<file path="src/rtl/booth_sequential_multiplier_if.sv">
// Operand/result bundle for the Booth sequential multiplier.
// The requester owns start/a/b; the multiplier owns busy/done/product.
interface booth_sequential_multiplier_if #(
  parameter int unsigned N = 8
);
  logic           start;
  logic [N-1:0]   a;
  logic [N-1:0]   b;
  logic           busy;
  logic           done;
  logic [2*N-1:0] product;

  modport master (
    output start, a, b,
    input  busy, done, product
  );

  modport slave (
    input  start, a, b,
    output busy, done, product
  );
endinterface

</file>
<file path="src/rtl/booth_sequential_multiplier.sv">
// Radix-2 Booth sequential signed multiplier: one Booth step per clock,
// N steps per operation, 2N-bit product presented with a one-cycle done pulse.
module booth_sequential_multiplier #(
  parameter int unsigned N = 8
) (
  input logic                        clk,
  input logic                        rst,
  booth_sequential_multiplier_if.slave bus
);

  localparam int unsigned CntW = $clog2(N + 1);

  typedef enum logic [1:0] {StIdle, StRun, StDone} state_e;

  state_e         state_q, state_d;
  logic [N:0]     acc_q, acc_d;
  logic [N-1:0]   mplier_q, mplier_d;
  logic           q_m1_q, q_m1_d;
  logic [N:0]     mcand_q, mcand_d;
  logic [N:0]     neg_mcand_q, neg_mcand_d;
  logic [CntW-1:0] cnt_q, cnt_d;
  logic [2*N-1:0] product_q, product_d;

  logic [N:0]     mcand_ext;
  logic [N:0]     sum;

  // Sign-extend the multiplicand by one bit so its negation never overflows.
  assign mcand_ext = {bus.a[N-1], bus.a};

  // Next-state: load on accepted start, one Booth add/shift per RUN cycle.
  always_comb begin
    state_d     = state_q;
    acc_d       = acc_q;
    mplier_d    = mplier_q;
    q_m1_d      = q_m1_q;
    mcand_d     = mcand_q;
    neg_mcand_d = neg_mcand_q;
    cnt_d       = cnt_q;
    product_d   = product_q;
    sum         = acc_q;

    case (state_q)
      StIdle: begin
        if (bus.start) begin
          state_d     = StRun;
          acc_d       = '0;
          mplier_d    = bus.b;
          q_m1_d      = 1'b0;
          cnt_d       = '0;
          mcand_d     = mcand_ext;
          neg_mcand_d = ~mcand_ext + {{N{1'b0}}, 1'b1};
        end
      end
      StRun: begin
        case ({mplier_q[0], q_m1_q})
          2'b01:   sum = acc_q + mcand_q;
          2'b10:   sum = acc_q + neg_mcand_q;
          default: sum = acc_q;
        endcase
        // Arithmetic right shift of {acc, q, q_m1}.
        acc_d    = {sum[N], sum[N:1]};
        mplier_d = {sum[0], mplier_q[N-1:1]};
        q_m1_d   = mplier_q[0];
        cnt_d    = cnt_q + CntW'(1);
        if (cnt_q == CntW'(N - 1)) begin
          state_d   = StDone;
          product_d = {acc_d[N-1:0], mplier_d};
        end
      end
      StDone: begin
        state_d = StIdle;
      end
      default: begin
        state_d = StIdle;
      end
    endcase
  end

  // State and datapath registers with synchronous active-high reset.
  always_ff @(posedge clk) begin
    if (rst) begin
      state_q     <= StIdle;
      acc_q       <= '0;
      mplier_q    <= '0;
      q_m1_q      <= 1'b0;
      mcand_q     <= '0;
      neg_mcand_q <= '0;
      cnt_q       <= '0;
      product_q   <= '0;
    end else begin
      state_q     <= state_d;
      acc_q       <= acc_d;
      mplier_q    <= mplier_d;
      q_m1_q      <= q_m1_d;
      mcand_q     <= mcand_d;
      neg_mcand_q <= neg_mcand_d;
      cnt_q       <= cnt_d;
      product_q   <= product_d;
    end
  end

  assign bus.busy    = (state_q == StRun);
  assign bus.done    = (state_q == StDone);
  assign bus.product = product_q;

endmodule

</file>
<file path="src/flat_wrapper.sv">
// flat-port wrapper written by rule: the top's interface ports become plain ports
module booth_sequential_multiplier_flat 
#(
  parameter int unsigned N = 8
)
  (clk, rst, bus_start, bus_a, bus_b, bus_busy, bus_done, bus_product);
  booth_sequential_multiplier_if #(.N(N)) bus_i ();
  input logic clk;
  input logic rst;
  input wire logic [$bits(bus_i.start)-1:0] bus_start;
  input wire logic [$bits(bus_i.a)-1:0] bus_a;
  input wire logic [$bits(bus_i.b)-1:0] bus_b;
  output wire logic [$bits(bus_i.busy)-1:0] bus_busy;
  output wire logic [$bits(bus_i.done)-1:0] bus_done;
  output wire logic [$bits(bus_i.product)-1:0] bus_product;
  assign bus_i.start = bus_start;
  assign bus_i.a = bus_a;
  assign bus_i.b = bus_b;
  assign bus_busy = bus_i.busy;
  assign bus_done = bus_i.done;
  assign bus_product = bus_i.product;
  booth_sequential_multiplier #(.N(N)) u_core (.clk(clk), .rst(rst), .bus(bus_i));
endmodule
</file>
<file path="config.mk">
export PLATFORM = sky130hd
export DESIGN_NAME = booth_sequential_multiplier_flat
export DESIGN_NICKNAME = d
export VERILOG_FILES = /design/src/rtl/booth_sequential_multiplier_if.sv /design/src/rtl/booth_sequential_multiplier.sv /design/src/flat_wrapper.sv
export SDC_FILE = /design/constraint.sdc
export NUM_CORES = 1
export LEC_CHECK = 0
export ABC_AREA = 1
export CORE_MARGIN = 2
export CORE_UTILIZATION = 45
export CTS_BUF_LIST = sky130_fd_sc_hd__clkbuf_16
export CTS_CLUSTER_SIZE = 28
export DETAILED_ROUTE_END_ITERATION = 12
export PLACE_DENSITY = 0.7
export SYNTH_ARGS = -nofsm -noshare
export SYNTH_HDL_FRONTEND = slang
export SYNTH_SLANG_ARGS = --single-unit
</file>
<file path="constraint.sdc">
create_clock -name clk -period 2 [get_ports clk]
set_input_delay 0.3 -clock clk [delete_from_list [all_inputs] [get_ports clk]]
set_output_delay 0.3 -clock clk [all_outputs]
set_load 0.1 [all_outputs]
</file>
==> results.yml, run 1 <==
clock_tree:
  clock_latency_ns: 0.29
  cts_tree: "built"
  cts_made_buffers: 5
  cts.path.max_buffers: 2
  cts_root_buf: "clkbuf_16"
  cts_sinks: 55
  clkTransAtPathRegs_ns: 0.07
  postCtsHoldBufs: 0
  h-tree-depth: 2
min_path:
  min_from: "u_core.q_m1_q"
  hold_path.class: "register to register"
  holdPathEnd: "u_core.q_m1_q"
  holdPathStages: 2
yosys:
  netlist_area_um2: 2850
  ys.warnings.count: 0
  syn_avg_cell_area_um2: 7.14
  synthCells: 399
  synth_top_area_share_pct: 38.7
  yosysUniqueCellTypes: 37
  synth_mux_area_share_pct: 0
  synthSimpleGateAreaFrac_pct: 27.9
  syn_nets: 430
  synth_top_family_by_area: "simple AND/OR/NAND/NOR gates"
  ys_ff_latch: 55
  seq_area_frac_synth_pct: 38.7
  synth_xor_area_share_pct: 1.85
  synth_area_leaders: "dfxtp_1, nand2_1, inv_1, ha_1, nand3_1"
  synthAdderAreaFrac_pct: 5.54
  synth_compound_area_share_pct: 13.8
  yosysTopAreaCell: "dfxtp_1"
worst_setup_path:
  setup.worst_path.end_class: "register"
  rr_endpoint: "u_core.bus.product[13]"
  required_ns: 2.20
  crit_fanout: 8
  path_cells: "inv_2 -> ha_4 -> inv_6 -> nand2_2 -> o21ai_1 -> ha_1 -> or2_4 -> nand3b_1 -> nand2_1 -> nand2_1 -> nand3_2 -> nand2_1 -> a21o_1 -> inv_1"
  path_class: "register to register"
  rr_worst_depth: 14
  cp_slowest_stage_delay_ns: 0.33
  cp_top_family: "simple AND/OR/NAND/NOR gates"
  critPathMostFrequentCell: "nand2_1"
  crit_arrival_ns: 2.15
  critPathBufInv: 3
  r2r_slack_ns: 0.05
  worst_setup_path_start_kind: "register"
  crit_slowest_cell: "dfxtp_2"
  worstReg2RegStart: "u_core.q_m1_q"
floorplan:
  io_pins: 37
  dieArea_um2: 6980
  fp-row-count: 28
  core_area_um2: 6030
  die_width_um: 83.6
  start_util_pct: 47.3
  die_height_um: 83.6
drt:
  drc: 0
  post_drt_wl_per_cell_um: 13.3
  vias: 2641
  dr.pass1.iters: 4
  wl_mm: 6.91
  drtAntennaViolNets: 0
  drtIter0Drc: 101
  avgViaCountPerCell: 5.09
job:
  drv_cap: 0
layout:
  layout_commonest_cell: "nand2_1"
  layout_common_cells: "nand2_1, dfxtp_1, inv_1"
  nNetsFinal: 475
  area_growth_pct: 26.4
  postLayoutCoreUtil_pct: 59.7
  n_antenna_cell: 0
  drive_above_1_share_pct: 20.9
timing:
  slew_viol_final: 0
  period_needed_ns: 1.95
  finalHoldViolCount: 0
  slew_headroom_pct: 73.2
  rsz0062_at_grt: "yes"
  tightest_slew_ns: 0.401
  setup_viol: 0
  clock_skew_ns: 0.00567
  period_share_pct: 97.5
  max_freq_ghz: 0.513
power:
  p_leak_uw: 0.00172
  p_per_area_nw_per_um2: 711
  power.total_uw: 2560
  max-vdd-ir-drop_mv: 0.456
global_route:
  grt-ovfl-total: 0
  grt_pass1_vias: 2394
  grt.total_usage_pct: 19.5
  grt_pass1_wl_mm: 11.3
  grt_max_degree: 38
  antenna_found_initial: 0
placed_design:
  hpwl_mm: 4.70
  place.gp.congestion: 0.901
  io_buffer_count: 36
status:
  status: "finished, final reports clean"
## worst min-delay path, stage by stage (launching register included)
cell and delay, ns:
dfxtp_2 0.33, nand2_1 0.06, a21oi_1 0.05
## worst max-delay path by stage
stage	start	to	depth (start not counted)	slack, ns
after floorplan	u_core.q_m1_q	u_core.bus.product[15]	14	0.05
after CTS	u_core.q_m1_q	u_core.bus.product[13]	14	0.01
after global placement	u_core.mplier_q[0]	u_core.bus.product[15]	13	-0.14
after global routing	u_core.q_m1_q	u_core.acc_q[2]	13	-0.05
final	u_core.q_m1_q	u_core.bus.product[13]	14	0.05
after detailed placement	u_core.mplier_q[0]	u_core.bus.product[15]	11	-0.16
## sequential cells by signal (all words and copies together), names as in the netlist
name,cells
u_core.acc_q,8
u_core.bus.product,16
u_core.cnt_q,4
u_core.mcand_q,7
u_core.mplier_q,8
u_core.neg_mcand_q,9
u_core.q_m1_q,1
u_core.state_q,2
## power by group
group	total (uW)	switching, uW	internal, uW
registers	1170	29.4	1140
logic	416	237	179
clock network	974	393	580
total	2560	660	1900
## cells by family after synthesis
logic type,after synthesis
adders and majority gates,12
AOI/OAI and AO/OA,70
xor gates and xnor gates,6
buffers and inverters,75
DFF,55
and+or+nand+nor,181
## stage by stage
step	hold WS (ns)	cells	setup TNS [ns]	setup slack, ns	area [um^2]
after detailed placement	0.455	509	-1.38	-0.159	3260
after floorplan	0.426	399	0	0.0550	2850
after global routing	0.495	519	-0.380	-0.0511	3600
after global placement	0.451	509	-0.949	-0.141	3260
after CTS	0.471	517	0	0.0118	3440
final	0.470	519	0	0.0501	3600
## synthesized netlist by cell type
library cell,count
a21oi_1,22
fa_1,1
a21o_1,2
or2_0,1
or2_1,1
o221ai_1,7
nand3_1,27
inv_6,1
o21ai_0,23
clkinv_4,1
a22oi_1,1
clkinv_1,1
inv_1,50
inv_2,7
o211ai_1,1
nor2_1,23
ha_1,11
nand2_2,2
buf_6,6
xnor2_1,3
nor3_2,1
o21ai_1,12
buf_4,1
nand2_1,111
nand2_4,2
clkbuf_1,1
nand4_1,3
or2_2,3
nand3b_1,2
nor3_1,3
xor2_1,3
a221oi_1,1
nor2_4,1
o31ai_1,1
dfxtp_1,55
buf_2,7
nor2_8,1
## cell type report
cell class | count | area (um^2)
clock buffers | 5 | 125
well taps | 75 | 93.8
flip-flops and latches | 55 | 1100
multi-input cells | 269 | 1550
fillers | 568 | 2430
inverters | 60 | 235
clock inverters | 2 | 33.8
repair buffers | 53 | 455
## per-layer routing
layer	part of all wire, %	wire, um	GRT usage, %	up-vias
met1	49	3400	27.1	1222
met3	3.5	239	3.96	5
li1	-	-	-	1365
met2	47	3240	32.0	49
met5	0	0	0	-
met4	0.54	37	3.08	0
## repair_timing
item,in CTS,in global routing
buffers inserted,1,2
endpoints found under the setup margin,13,14
pin swaps,4,13
gates resized for setup,6,35
(Power assumes the default switching activity.)
==> run 2, diff against run 1 <==
--- a/config.mk
+++ b/config.mk
@@ -11,7 +11,9 @@
 export CTS_BUF_LIST = sky130_fd_sc_hd__clkbuf_16
 export CTS_CLUSTER_SIZE = 28
 export DETAILED_ROUTE_END_ITERATION = 12
+export GPL_TIMING_DRIVEN = 0
 export PLACE_DENSITY = 0.7
+export SETUP_SLACK_MARGIN = 0.02
 export SYNTH_ARGS = -nofsm -noshare
 export SYNTH_HDL_FRONTEND = slang
 export SYNTH_SLANG_ARGS = --single-unit
==> constraint.sdc (replaced) <==
create_clock -name clk -period 1.7 [get_ports clk]
set_input_delay 0.255 -clock clk [delete_from_list [all_inputs] [get_ports clk]]
set_output_delay 0.255 -clock clk [all_outputs]
set_load 0.1 [all_outputs]
==> run 2 against run 1 <==
  * The run now ends with setup timing left
  * Via count rose by 1.1%
  * Fmax fell by 4.0%
  * Die area stayed put
  * Routed wire length rose by 0.43%
  * Register-to-register slack worse by 0.38 ns
  * Critical path depth down 2
  * Non-clock buffer count increased by 4
  * Sequential share of layout area fell by 1.6 points
  * Sequential power grew 17%
  * Cell area rose by 5.7%
  * First-iteration DRC count is 85% higher
==> results.yml, run 2 (synthesized netlist as in run 1, its figures left out) <==
drt:
  drtIter0Drc: 187
  avgViaCountPerCell: 5.10
  wl_mm: 6.94
  dr.pass1.iters: 4
  vias: 2671
  drtAntennaViolNets: 0
  drc: 0
  post_drt_wl_per_cell_um: 13.3
floorplan:
  die_width_um: 83.6
  dieArea_um2: 6980
  core_area_um2: 6030
  fp-row-count: 28
  start_util_pct: 47.3
  io_pins: 37
  die_height_um: 83.6
global_route:
  antenna_found_initial: 0
  top_usage_layer: "met2"
  grt.total_usage_pct: 20.3
  grtUsageMet2_pct: 36.1
  grt_pass1_vias: 2605
  grt_max_degree: 18
  grt_use_met3_pct: 3.66
  grt_pass1_wl_mm: 11.6
  grt-ovfl-total: 0
  grtUsageMet1_pct: 25.1
layout:
  fin_cells: 524
  layout_common_cells: "nand2_1, dfxtp_1, inv_1"
  layout_commonest_cell: "nand2_1"
  nNetsFinal: 479
  largest_reg_flops: 16
  drive_above_1_share_pct: 26.1
  area_growth_pct: 33.7
  n_antenna_cell: 0
  design_area_um2: 3810
worst_setup_path:
  crit_fanout: 8
  crit_arrival_ns: 2.19
  worst_setup_path_start_kind: "register"
  critical_path.startpoint: "u_core.q_m1_q"
  path_class: "register to register"
  required_ns: 1.86
  setup.worst_path.end_class: "register"
  worstReg2RegStart: "u_core.q_m1_q"
status:
  status: "finished, violations left"
  violations: "setup timing"
clock_tree:
  cts_tree: "built"
  cts_root_buf: "clkbuf_16"
  h-tree-depth: 2
  cts_made_buffers: 5
  cts.path.max_buffers: 2
  cts_sinks: 55
  clock_latency_ns: 0.29
  clkTransAtPathRegs_ns: 0.07
timing:
  slew_viol_final: 0
  tightest_slew_ns: 0.556
  max_freq_ghz: 0.492
  finalWorstSetupSlack_ns: -0.331
  setup_viol: 14
  finalHoldViolCount: 0
  period_needed_ns: 2.03
  rsz0062_at_grt: "yes"
  slew_headroom_pct: 63.1
  period_share_pct: 119
  clock_skew_ns: 0.00448
power:
  switching_share_pct: 25.8
  p_comb_share_pct: 17.2
  power.share.clock_pct: 37.8
  p_per_area_nw_per_um2: 802
  power.net_switching_uw: 789
  power_frac_seq_pct: 45.0
  max-vdd-ir-drop_mv: 0.542
  p_int_uw: 2260
  p_leak_uw: 0.00171
min_path:
  hold_path.class: "input port to register"
  min_from: "rst"
placed_design:
  post-place-ws_ns: -0.610
  place.gp.congestion: 0.803
  dpl.cell_count: 509
  hpwl_mm: 5.04
  post_dp_cell_area_um2: 3370
  io_buffer_count: 35
job:
  drv_cap: 0
[run 2: cell types whose count changed in the layout (fill, tap and decap cells not counted), moves of 7 or more]
cell and change:
clkdlybuf4s15_2 +17, buf_2 +7, nand2_2 +9, nand2_1 -11
buf_4 -25
[run 2: worst paths after layout]
kind	slack, ns	endpoint	cells past startpoint
hold / removal	0.32	u_core.neg_mcand_q[8]	2
setup / recovery	-0.33	u_core.acc_q[1]	12
hold reg to reg	0.45	u_core.mcand_q[4]	2
setup reg to reg	-0.33	u_core.acc_q[1]	12
[run 2: layer usage]
metal / vias to the layer above / share of wire, %
li1: 1378 / -
met1: 1222 / 46
met2: 61 / 48
met3: 10 / 4.1
met4: 0 / 1.6
met5: - / 0
[run 2: final cells by class]
type / count / area (um^2)
Clock buffer: 5 / 125
Buffer: 14 / 106
Sequential cell: 55 / 1100
Clock inverter: 3 / 42.5
Tap cell: 75 / 93.8
Fill cell: 537 / 2220
Inverter: 60 / 238
Multi-Input combinational cell: 269 / 1650
Timing Repair Buffer: 43 / 442
[run 2: power groups by stage]
stage	Combinational, uW	Sequential [uW]	Clock [uW]
global placement	435	1400	0
CTS	479	1370	1180
finish	524	1370	1150
global route	581	1380	1210
detailed placement	444	1400	0
floorplan	317	1390	0
[run 2: through the flow]
step	total power [uW]	util, %	setup TNS [ns]	hold WS (ns)
2_1_floorplan	1710	-	-1.04	0.390
3_3_place_gp	1830	55.9	-3.92	0.437
3_5_place_dp	1840	55.9	-4.35	0.447
4_1_cts	3030	60.7	-2.55	0.321
5_1_grt	3170	63.2	-4.55	0.323
6_report	3050	63.2	-2.88	0.324
[run 2: timing repair]
item | CTS | global route
pin swaps | 21 | 23
setup buffers | 5 | 3
gates resized for setup | 73 | 32
endpoints found under the hold margin | 0 | 0
hold buffers | 0 | 0
endpoints found under the setup margin | 34 | 17
[run 2: worst max-delay path, stage by stage (launching register included)]
cell and delay, ns:
dfxtp_2 0.32, inv_2 0.06, ha_4 0.21, inv_8 0.07, nand2_4 0.07, nand2_4 0.05, fa_2 0.35, buf_4 0.15
xnor2_1 0.19, nand2_1 0.08, o21ai_1 0.13, or2_0 0.14, a21oi_1 0.06
